===== config.mk =====
export PLATFORM = sky130hd
export DESIGN_NAME = otter_io_responder
export DESIGN_NICKNAME = d
export VERILOG_FILES = /design/src/rtl/otter_io_pkg.sv /design/src/rtl/otter_io_timer.sv /design/src/rtl/otter_io_responder.sv
export SDC_FILE = /design/constraint.sdc
export NUM_CORES = 1
export LEC_CHECK = 0
export ABC_AREA = 1
export ABC_CLOCK_PERIOD_IN_PS = 2100
export BUFFER_PORTS_ARGS = -buffer_cell sky130_fd_sc_hd__buf_2
export CORE_MARGIN = 2
export CORE_UTILIZATION = 35
export CTS_CLUSTER_SIZE = 20
export DETAILED_ROUTE_END_ITERATION = 8
export PLACE_DENSITY = 0.67
export SETUP_SLACK_MARGIN = 0.02
export SYNTH_ARGS = -nofsm -noshare
export SYNTH_HDL_FRONTEND = slang
export SYNTH_SLANG_ARGS = --single-unit

===== constraint.sdc =====
create_clock -name CLK -period 2.1 [get_ports CLK]
set_clock_uncertainty 0.15 [all_clocks]
set_input_delay 0.42 -clock CLK [delete_from_list [all_inputs] [get_ports CLK]]
set_output_delay 0.42 -clock CLK [all_outputs]
set_load 0.005 [all_outputs]

===== src/rtl/otter_io_pkg.sv =====
// Shared register map, TCTRL bit layout and reset constants for the OTTER IO responder.
package otter_io_pkg;

  localparam logic [7:0] OFF_SW    = 8'h00;
  localparam logic [7:0] OFF_LED   = 8'h20;
  localparam logic [7:0] OFF_SSEG  = 8'h40;
  localparam logic [7:0] OFF_TCNT  = 8'h60;
  localparam logic [7:0] OFF_TCMP  = 8'h64;
  localparam logic [7:0] OFF_TPRE  = 8'h68;
  localparam logic [7:0] OFF_TCTRL = 8'h6C;

  localparam int unsigned TCTRL_EN      = 0;
  localparam int unsigned TCTRL_AUTOCLR = 1;
  localparam int unsigned TCTRL_IRQ_EN  = 2;
  localparam int unsigned TCTRL_FLAG    = 3;

  localparam logic [31:0] TCMP_RESET = 32'hFFFF_FFFF;

  // Field order makes the packed value line up with the TCTRL bit indices.
  typedef struct packed {
    logic flag;
    logic irq_en;
    logic autoclr;
    logic en;
  } io_timer_ctrl_t;

endpackage


===== src/rtl/otter_io_timer.sv =====
// Prescaled compare timer: TCNT/TCMP/TPRE, prescale counter, sticky FLAG and registered INTR.
module otter_io_timer
  import otter_io_pkg::*;
(
  input  logic           clk,
  input  logic           rst,
  input  logic           wr_tcnt,
  input  logic           wr_tcmp,
  input  logic           wr_tpre,
  input  logic           wr_tctrl,
  input  logic [31:0]    wdata,
  output logic [31:0]    tcnt,
  output logic [31:0]    tcmp,
  output logic [31:0]    tpre,
  output io_timer_ctrl_t ctrl,
  output logic           intr
);

  logic [31:0]    tcnt_r;
  logic [31:0]    tcmp_r;
  logic [31:0]    tpre_r;
  logic [31:0]    pc_r;
  io_timer_ctrl_t ctrl_r;
  logic           intr_r;
  logic           tick_s;
  logic           match_s;
  logic           flag_set_s;

  // Tick and compare are judged on the pre-edge register values.
  always_comb begin
    tick_s     = ctrl_r.en && (pc_r == tpre_r);
    match_s    = (tcnt_r == tcmp_r);
    flag_set_s = tick_s && match_s;
  end

  // Timer state update; a software TCNT write overrides the tick result, FLAG set beats W1C.
  always_ff @(posedge clk) begin
    if (rst) begin
      tcnt_r <= 32'd0;
      tcmp_r <= TCMP_RESET;
      tpre_r <= 32'd0;
      pc_r   <= 32'd0;
      ctrl_r <= '0;
      intr_r <= 1'b0;
    end else begin
      if (wr_tpre || !ctrl_r.en || tick_s) begin
        pc_r <= 32'd0;
      end else begin
        pc_r <= pc_r + 32'd1;
      end

      if (wr_tcnt) begin
        tcnt_r <= wdata;
      end else if (flag_set_s && ctrl_r.autoclr) begin
        tcnt_r <= 32'd0;
      end else if (tick_s) begin
        tcnt_r <= tcnt_r + 32'd1;
      end else begin
        tcnt_r <= tcnt_r;
      end

      if (wr_tcmp) begin
        tcmp_r <= wdata;
      end else begin
        tcmp_r <= tcmp_r;
      end

      if (wr_tpre) begin
        tpre_r <= wdata;
      end else begin
        tpre_r <= tpre_r;
      end

      if (wr_tctrl) begin
        ctrl_r.en      <= wdata[TCTRL_EN];
        ctrl_r.autoclr <= wdata[TCTRL_AUTOCLR];
        ctrl_r.irq_en  <= wdata[TCTRL_IRQ_EN];
      end else begin
        ctrl_r.en      <= ctrl_r.en;
        ctrl_r.autoclr <= ctrl_r.autoclr;
        ctrl_r.irq_en  <= ctrl_r.irq_en;
      end

      if (flag_set_s) begin
        ctrl_r.flag <= 1'b1;
      end else if (wr_tctrl && wdata[TCTRL_FLAG]) begin
        ctrl_r.flag <= 1'b0;
      end else begin
        ctrl_r.flag <= ctrl_r.flag;
      end

      intr_r <= ctrl_r.flag && ctrl_r.irq_en;
    end
  end

  assign tcnt = tcnt_r;
  assign tcmp = tcmp_r;
  assign tpre = tpre_r;
  assign ctrl = ctrl_r;
  assign intr = intr_r;

endmodule


===== src/rtl/otter_io_responder.sv =====
// OTTER IOBUS responder: address decode, read mux, LED/SSEG registers, switch synchroniser and timer.
module otter_io_responder
  import otter_io_pkg::*;
#(
  parameter logic [31:0] IO_BASE     = 32'h1100_0000,
  parameter int          SW_W        = 16,
  parameter int          LED_W       = 16,
  parameter int          SYNC_STAGES = 2
) (
  input  logic             CLK,
  input  logic             RST,
  input  logic [31:0]      IOBUS_ADDR,
  input  logic [31:0]      IOBUS_OUT,
  input  logic             IOBUS_WR,
  output logic [31:0]      IOBUS_IN,
  input  logic [SW_W-1:0]  SWITCHES,
  output logic [LED_W-1:0] LEDS,
  output logic [15:0]      SSEG,
  output logic             INTR
);

  logic [SW_W-1:0]  sync_r [SYNC_STAGES];
  logic [LED_W-1:0] leds_r;
  logic [15:0]      sseg_r;
  logic             base_hit_s;
  logic [5:0]       word_off_s;
  logic             wr_led_s, wr_sseg_s, wr_tcnt_s, wr_tcmp_s, wr_tpre_s, wr_tctrl_s;
  logic [31:0]      tcnt_s, tcmp_s, tpre_s;
  io_timer_ctrl_t   ctrl_s;
  logic [1:0]       unused_addr_s;

  assign base_hit_s    = (IOBUS_ADDR[31:8] == IO_BASE[31:8]);
  assign word_off_s    = IOBUS_ADDR[7:2];
  assign unused_addr_s = IOBUS_ADDR[1:0];

  // Write strobe decode and combinational read mux; unmapped offsets read 0 and ignore writes.
  always_comb begin
    wr_led_s   = 1'b0;
    wr_sseg_s  = 1'b0;
    wr_tcnt_s  = 1'b0;
    wr_tcmp_s  = 1'b0;
    wr_tpre_s  = 1'b0;
    wr_tctrl_s = 1'b0;
    IOBUS_IN   = 32'd0;
    if (base_hit_s) begin
      case (word_off_s)
        OFF_SW[7:2]:    IOBUS_IN = 32'(sync_r[SYNC_STAGES-1]);
        OFF_LED[7:2]:   begin IOBUS_IN = 32'(leds_r);  wr_led_s   = IOBUS_WR; end
        OFF_SSEG[7:2]:  begin IOBUS_IN = {16'd0, sseg_r}; wr_sseg_s = IOBUS_WR; end
        OFF_TCNT[7:2]:  begin IOBUS_IN = tcnt_s;       wr_tcnt_s  = IOBUS_WR; end
        OFF_TCMP[7:2]:  begin IOBUS_IN = tcmp_s;       wr_tcmp_s  = IOBUS_WR; end
        OFF_TPRE[7:2]:  begin IOBUS_IN = tpre_s;       wr_tpre_s  = IOBUS_WR; end
        OFF_TCTRL[7:2]: begin IOBUS_IN = {28'd0, ctrl_s}; wr_tctrl_s = IOBUS_WR; end
        default:        IOBUS_IN = 32'd0;
      endcase
    end else begin
      IOBUS_IN = 32'd0;
    end
  end

  // Board-facing registers and the switch synchroniser chain.
  always_ff @(posedge CLK) begin
    if (RST) begin
      leds_r <= '0;
      sseg_r <= 16'd0;
      for (int i = 0; i < SYNC_STAGES; i++) sync_r[i] <= '0;
    end else begin
      leds_r    <= wr_led_s  ? IOBUS_OUT[LED_W-1:0] : leds_r;
      sseg_r    <= wr_sseg_s ? IOBUS_OUT[15:0]      : sseg_r;
      sync_r[0] <= SWITCHES;
      for (int i = 1; i < SYNC_STAGES; i++) sync_r[i] <= sync_r[i-1];
    end
  end

  otter_io_timer u_timer (
    .clk      (CLK),
    .rst      (RST),
    .wr_tcnt  (wr_tcnt_s),
    .wr_tcmp  (wr_tcmp_s),
    .wr_tpre  (wr_tpre_s),
    .wr_tctrl (wr_tctrl_s),
    .wdata    (IOBUS_OUT),
    .tcnt     (tcnt_s),
    .tcmp     (tcmp_s),
    .tpre     (tpre_s),
    .ctrl     (ctrl_s),
    .intr     (INTR)
  );

  assign LEDS = leds_r;
  assign SSEG = sseg_r;

endmodule

==> run summary <==
worst path arrival time: 1.88 ns
number of vias per cell: 5.27
Worst Slack Setup Final: -0.346 ns
combinational family with the most area after synthesis: simple AND/OR/NAND/NOR gates
final critical-path required period: 2.45 ns
input/output buffers: 145
number of library cell types mapped by synthesis: 43
wire length of the first global-routing pass: 63.6 mm
Die Wd: 181 um
First DRT Iteration DRCs: 1065
Worst Setup Start Kind: primary input
most instantiated cells after synthesis: sky130_fd_sc_hd__nand2_1, sky130_fd_sc_hd__inv_1, sky130_fd_sc_hd__dfxtp_1
Placement Cell Area: 13300 um2
global routing usage summed across all routing layers: 0.247
most repeated cell in the gate-level netlist after synthesis: sky130_fd_sc_hd__nand2_1
clock slew at the register clock pins of the worst setup and hold paths: 0.08 ns
die height: 181 um
number of hold violations in the final report: 0
maximum number of pins on one net before global-route repair: 102
count of boundary I/O pins: 148
H-tree lvl count: 4
Wirelength per Cell: 17.7 um
TritonCTS Buffers: 17
later-pin clock latency in the skew report: 0.45 ns
hold bufs inserted after CTS: 0
share of the synthesized area in the top cell type: 0.361
remaining routing DRC violations: 0
number of maximum-capacitance violations: 0
pwr/cell area: 493 nW/um2
RSZ-0062 raised after global routing: true
vias post-DR: 12600
Remaining Overflow, GRT: 0
clock root cell: sky130_fd_sc_hd__clkbuf_16
Design Area, Final: 15600 um2
initial antenna violation count: 0
Tightest Hold Check Type: in -> reg
number of iterations in the first detailed-routing pass: 6
synthesized instance count: 1676
Antenna Nets Post-Route: 0
Peak supply drop: 0.000627 V
basic-gate share of the synthesized area counting and, or, nand and nor cells: 0.305
sort of element at the end of the critical path: primary output
clock tree from TritonCTS: built
final layout net count: 2066
outcome: finished with violations
Sequential cell area: 4030 um2
half-perimeter wire length after detailed placement: 30.1 mm
top post-synthesis cells by area: sky130_fd_sc_hd__dfxtp_1, sky130_fd_sc_hd__nand2_1, sky130_fd_sc_hd__inv_1, sky130_fd_sc_hd__a21oi_1, sky130_fd_sc_hd__nor2_1
post-route core utilization: 0.510
post-synthesis instance area: 10900 um2
failing checks: negative setup slack
fraction of layout instances using a drive strength above 1: 0.344
number of pins exceeding their max-slew limit in the final report: 0
Worst Tran Pin Value: 0.455 ns
fraction of synthesis flops using an asynchronous set or reset pin: 0
vias in the first global route: 11600
# fillers: 2881
footprint of the multi-input gates: 6690 um2
endpoints failing setup: 63
flip-flop and latch count after synthesis: 197
highest clock frequency the design can meet: 409 MHz
worst setup path category: in -> out
leakage power total: 6.71 nW
Starting Density: 0.356
worst slack at placement: -0.509 ns
Crit path required time: 1.53 ns
switching portion of total power: 0.255
Switching Power: 0.00197 W
most frequently used flop master after synthesis: sky130_fd_sc_hd__dfxtp_1
CTS sink cnt: 197
Int Pwr: 0.00574 W
placeable core region: 30700 um2
mux cell area share after synthesis: 0
proportion of power drawn by combinational gates: 0.046
post-synthesis cell type with the largest combined area: sky130_fd_sc_hd__dfxtp_1
adder and majority gate portion of the synthesized area: 0.00229
critical path fanouts, max: 8
synthesized net count: 1761
portion of the post-synthesis area used by sequential elements: 0.361
synthesized area per cell: 6.52 um2
clock group share of total power: 0.466
RD Place Congestion: 1.06
diode count: 0
period utilization: 1.16
post-synthesis xor/xnor area fraction: 0.0393
slew margin rel.: 0.694
buffers from clock root to sink, at most: 2
P&R area growth vs syn: 43.1%
die footprint: 32700 um2
slack of the worst reg-to-reg path: -0.09 ns
count of flip-flops with a built-in enable after synthesis: 0
number of warning messages in the yosys log: 0
Reg power frac: 0.488
aggregate routed wire length: 42.4 mm
Site Rows: 64
synthesized-area fraction occupied by ao, oa, aoi and oai cells: 0.173
-- final timing paths --
check	startpoint	end	cells past startpoint
max	IOBUS_ADDR[4]	IOBUS_IN[9]	8
min	SWITCHES[9]	sync_r[0][9]	3
max reg2reg	u_timer.tpre[26]	u_timer.tcnt[10]	14
min reg2reg	sync_r[0][2]	sync_r[0][18]	2
-- worst max-delay path: stages --
cell and delay, ns:
sky130_fd_sc_hd__buf_6 0.09, sky130_fd_sc_hd__nor2_4 0.19, sky130_fd_sc_hd__buf_6 0.13, sky130_fd_sc_hd__nand4_1 0.19
sky130_fd_sc_hd__buf_4 0.23, sky130_fd_sc_hd__a31o_4 0.28, sky130_fd_sc_hd__a31oi_2 0.19, sky130_fd_sc_hd__buf_2 0.14
-- layer usage --
layer / vias to the layer above / share of wire / global-route usage
met2: 617 / 0.44 / 0.382
met4: 0 / 0.040 / 0.0994
met5: - / 0 / 0
li1: 6055 / - / -
met1: 5804 / 0.44 / 0.341
met3: 111 / 0.081 / 0.0423
-- kinds of logic (layout without fill, tap and decap cells) --
| family | after synthesis | count (layout) |
|---|---|---|
| buf+inv | 327 | 640 |
| compound gates | 341 | 343 |
| flops | 197 | 197 |
| simple gates | 760 | 763 |
| xor+xnor | 49 | 49 |
| fa+ha+maj | 2 | 2 |
-- stage by stage --
step / power, W / instances / hold slack (ns) / setup TNS (ns)
2_1_floorplan: 0.00397 / 1676 / 0.238 / 0
3_3_place_gp: 0.00416 / 2307 / 0.239 / -35.28
3_5_place_dp: 0.00417 / 2307 / 0.243 / -43.94
4_1_cts: 0.00772 / 2364 / 0.00411 / -6.83
5_1_grt: 0.00791 / 2390 / 0.0111 / -13.76
6_report: 0.00771 / 2390 / 0.0109 / -11.60
-- placed cells by master (no fill, tap or decap), types with 23 or more instances in the layout --
master	instances
sky130_fd_sc_hd__nor2_1	138
sky130_fd_sc_hd__a21oi_1	116
sky130_fd_sc_hd__nand3_2	26
sky130_fd_sc_hd__o211ai_1	33
sky130_fd_sc_hd__nor3_1	23
sky130_fd_sc_hd__inv_1	206
sky130_fd_sc_hd__nand4_1	34
sky130_fd_sc_hd__dfxtp_1	149
sky130_fd_sc_hd__buf_2	139
sky130_fd_sc_hd__nand2_2	34
sky130_fd_sc_hd__nand2_1	349
sky130_fd_sc_hd__a21oi_2	25
sky130_fd_sc_hd__inv_2	27
sky130_fd_sc_hd__o21ai_0	93
sky130_fd_sc_hd__nand3_1	55
sky130_fd_sc_hd__dfxtp_2	39
sky130_fd_sc_hd__xor2_1	42
sky130_fd_sc_hd__buf_4	180
-- flip-flops by register name, summed over array words and instances (netlist names) --
name / cells
sync_r: 32
u_timer.tcmp: 32
SSEG: 16
u_timer.intr: 1
LEDS: 16
u_timer.tcnt: 32
u_timer.ctrl: 4
u_timer.tpre: 32
u_timer.pc_r: 32
-- final cells by class --
cell class              instances  share of cell area
multi-input cells            1157               0.428
well taps                     396              0.0317
clock buffers                  18              0.0281
inverters                     239              0.0585
repair buffers                369               0.184
clock inverters                14              0.0127
flip-flops and latches        197               0.257
-- power groups by stage --
stage | sequential [W] | clock [W] | combinational (W)
after floorplan | 0.00385 | 0 | 0.000120
after global placement | 0.00386 | 0 | 0.000303
after detailed placement | 0.00386 | 0 | 0.000307
after CTS | 0.00377 | 0.00362 | 0.000331
after global routing | 0.00376 | 0.00377 | 0.000374
final | 0.00376 | 0.00359 | 0.000356
-- timing repair --
action,in CTS,in global routing
gates cloned,6,4
pin swaps,43,83
endpoints found under the hold margin,0,0
buffers inserted,19,23
resized for setup,140,209
setup endpoints to repair,93,95
No activity file was read; power rests on OpenSTA's default activity.
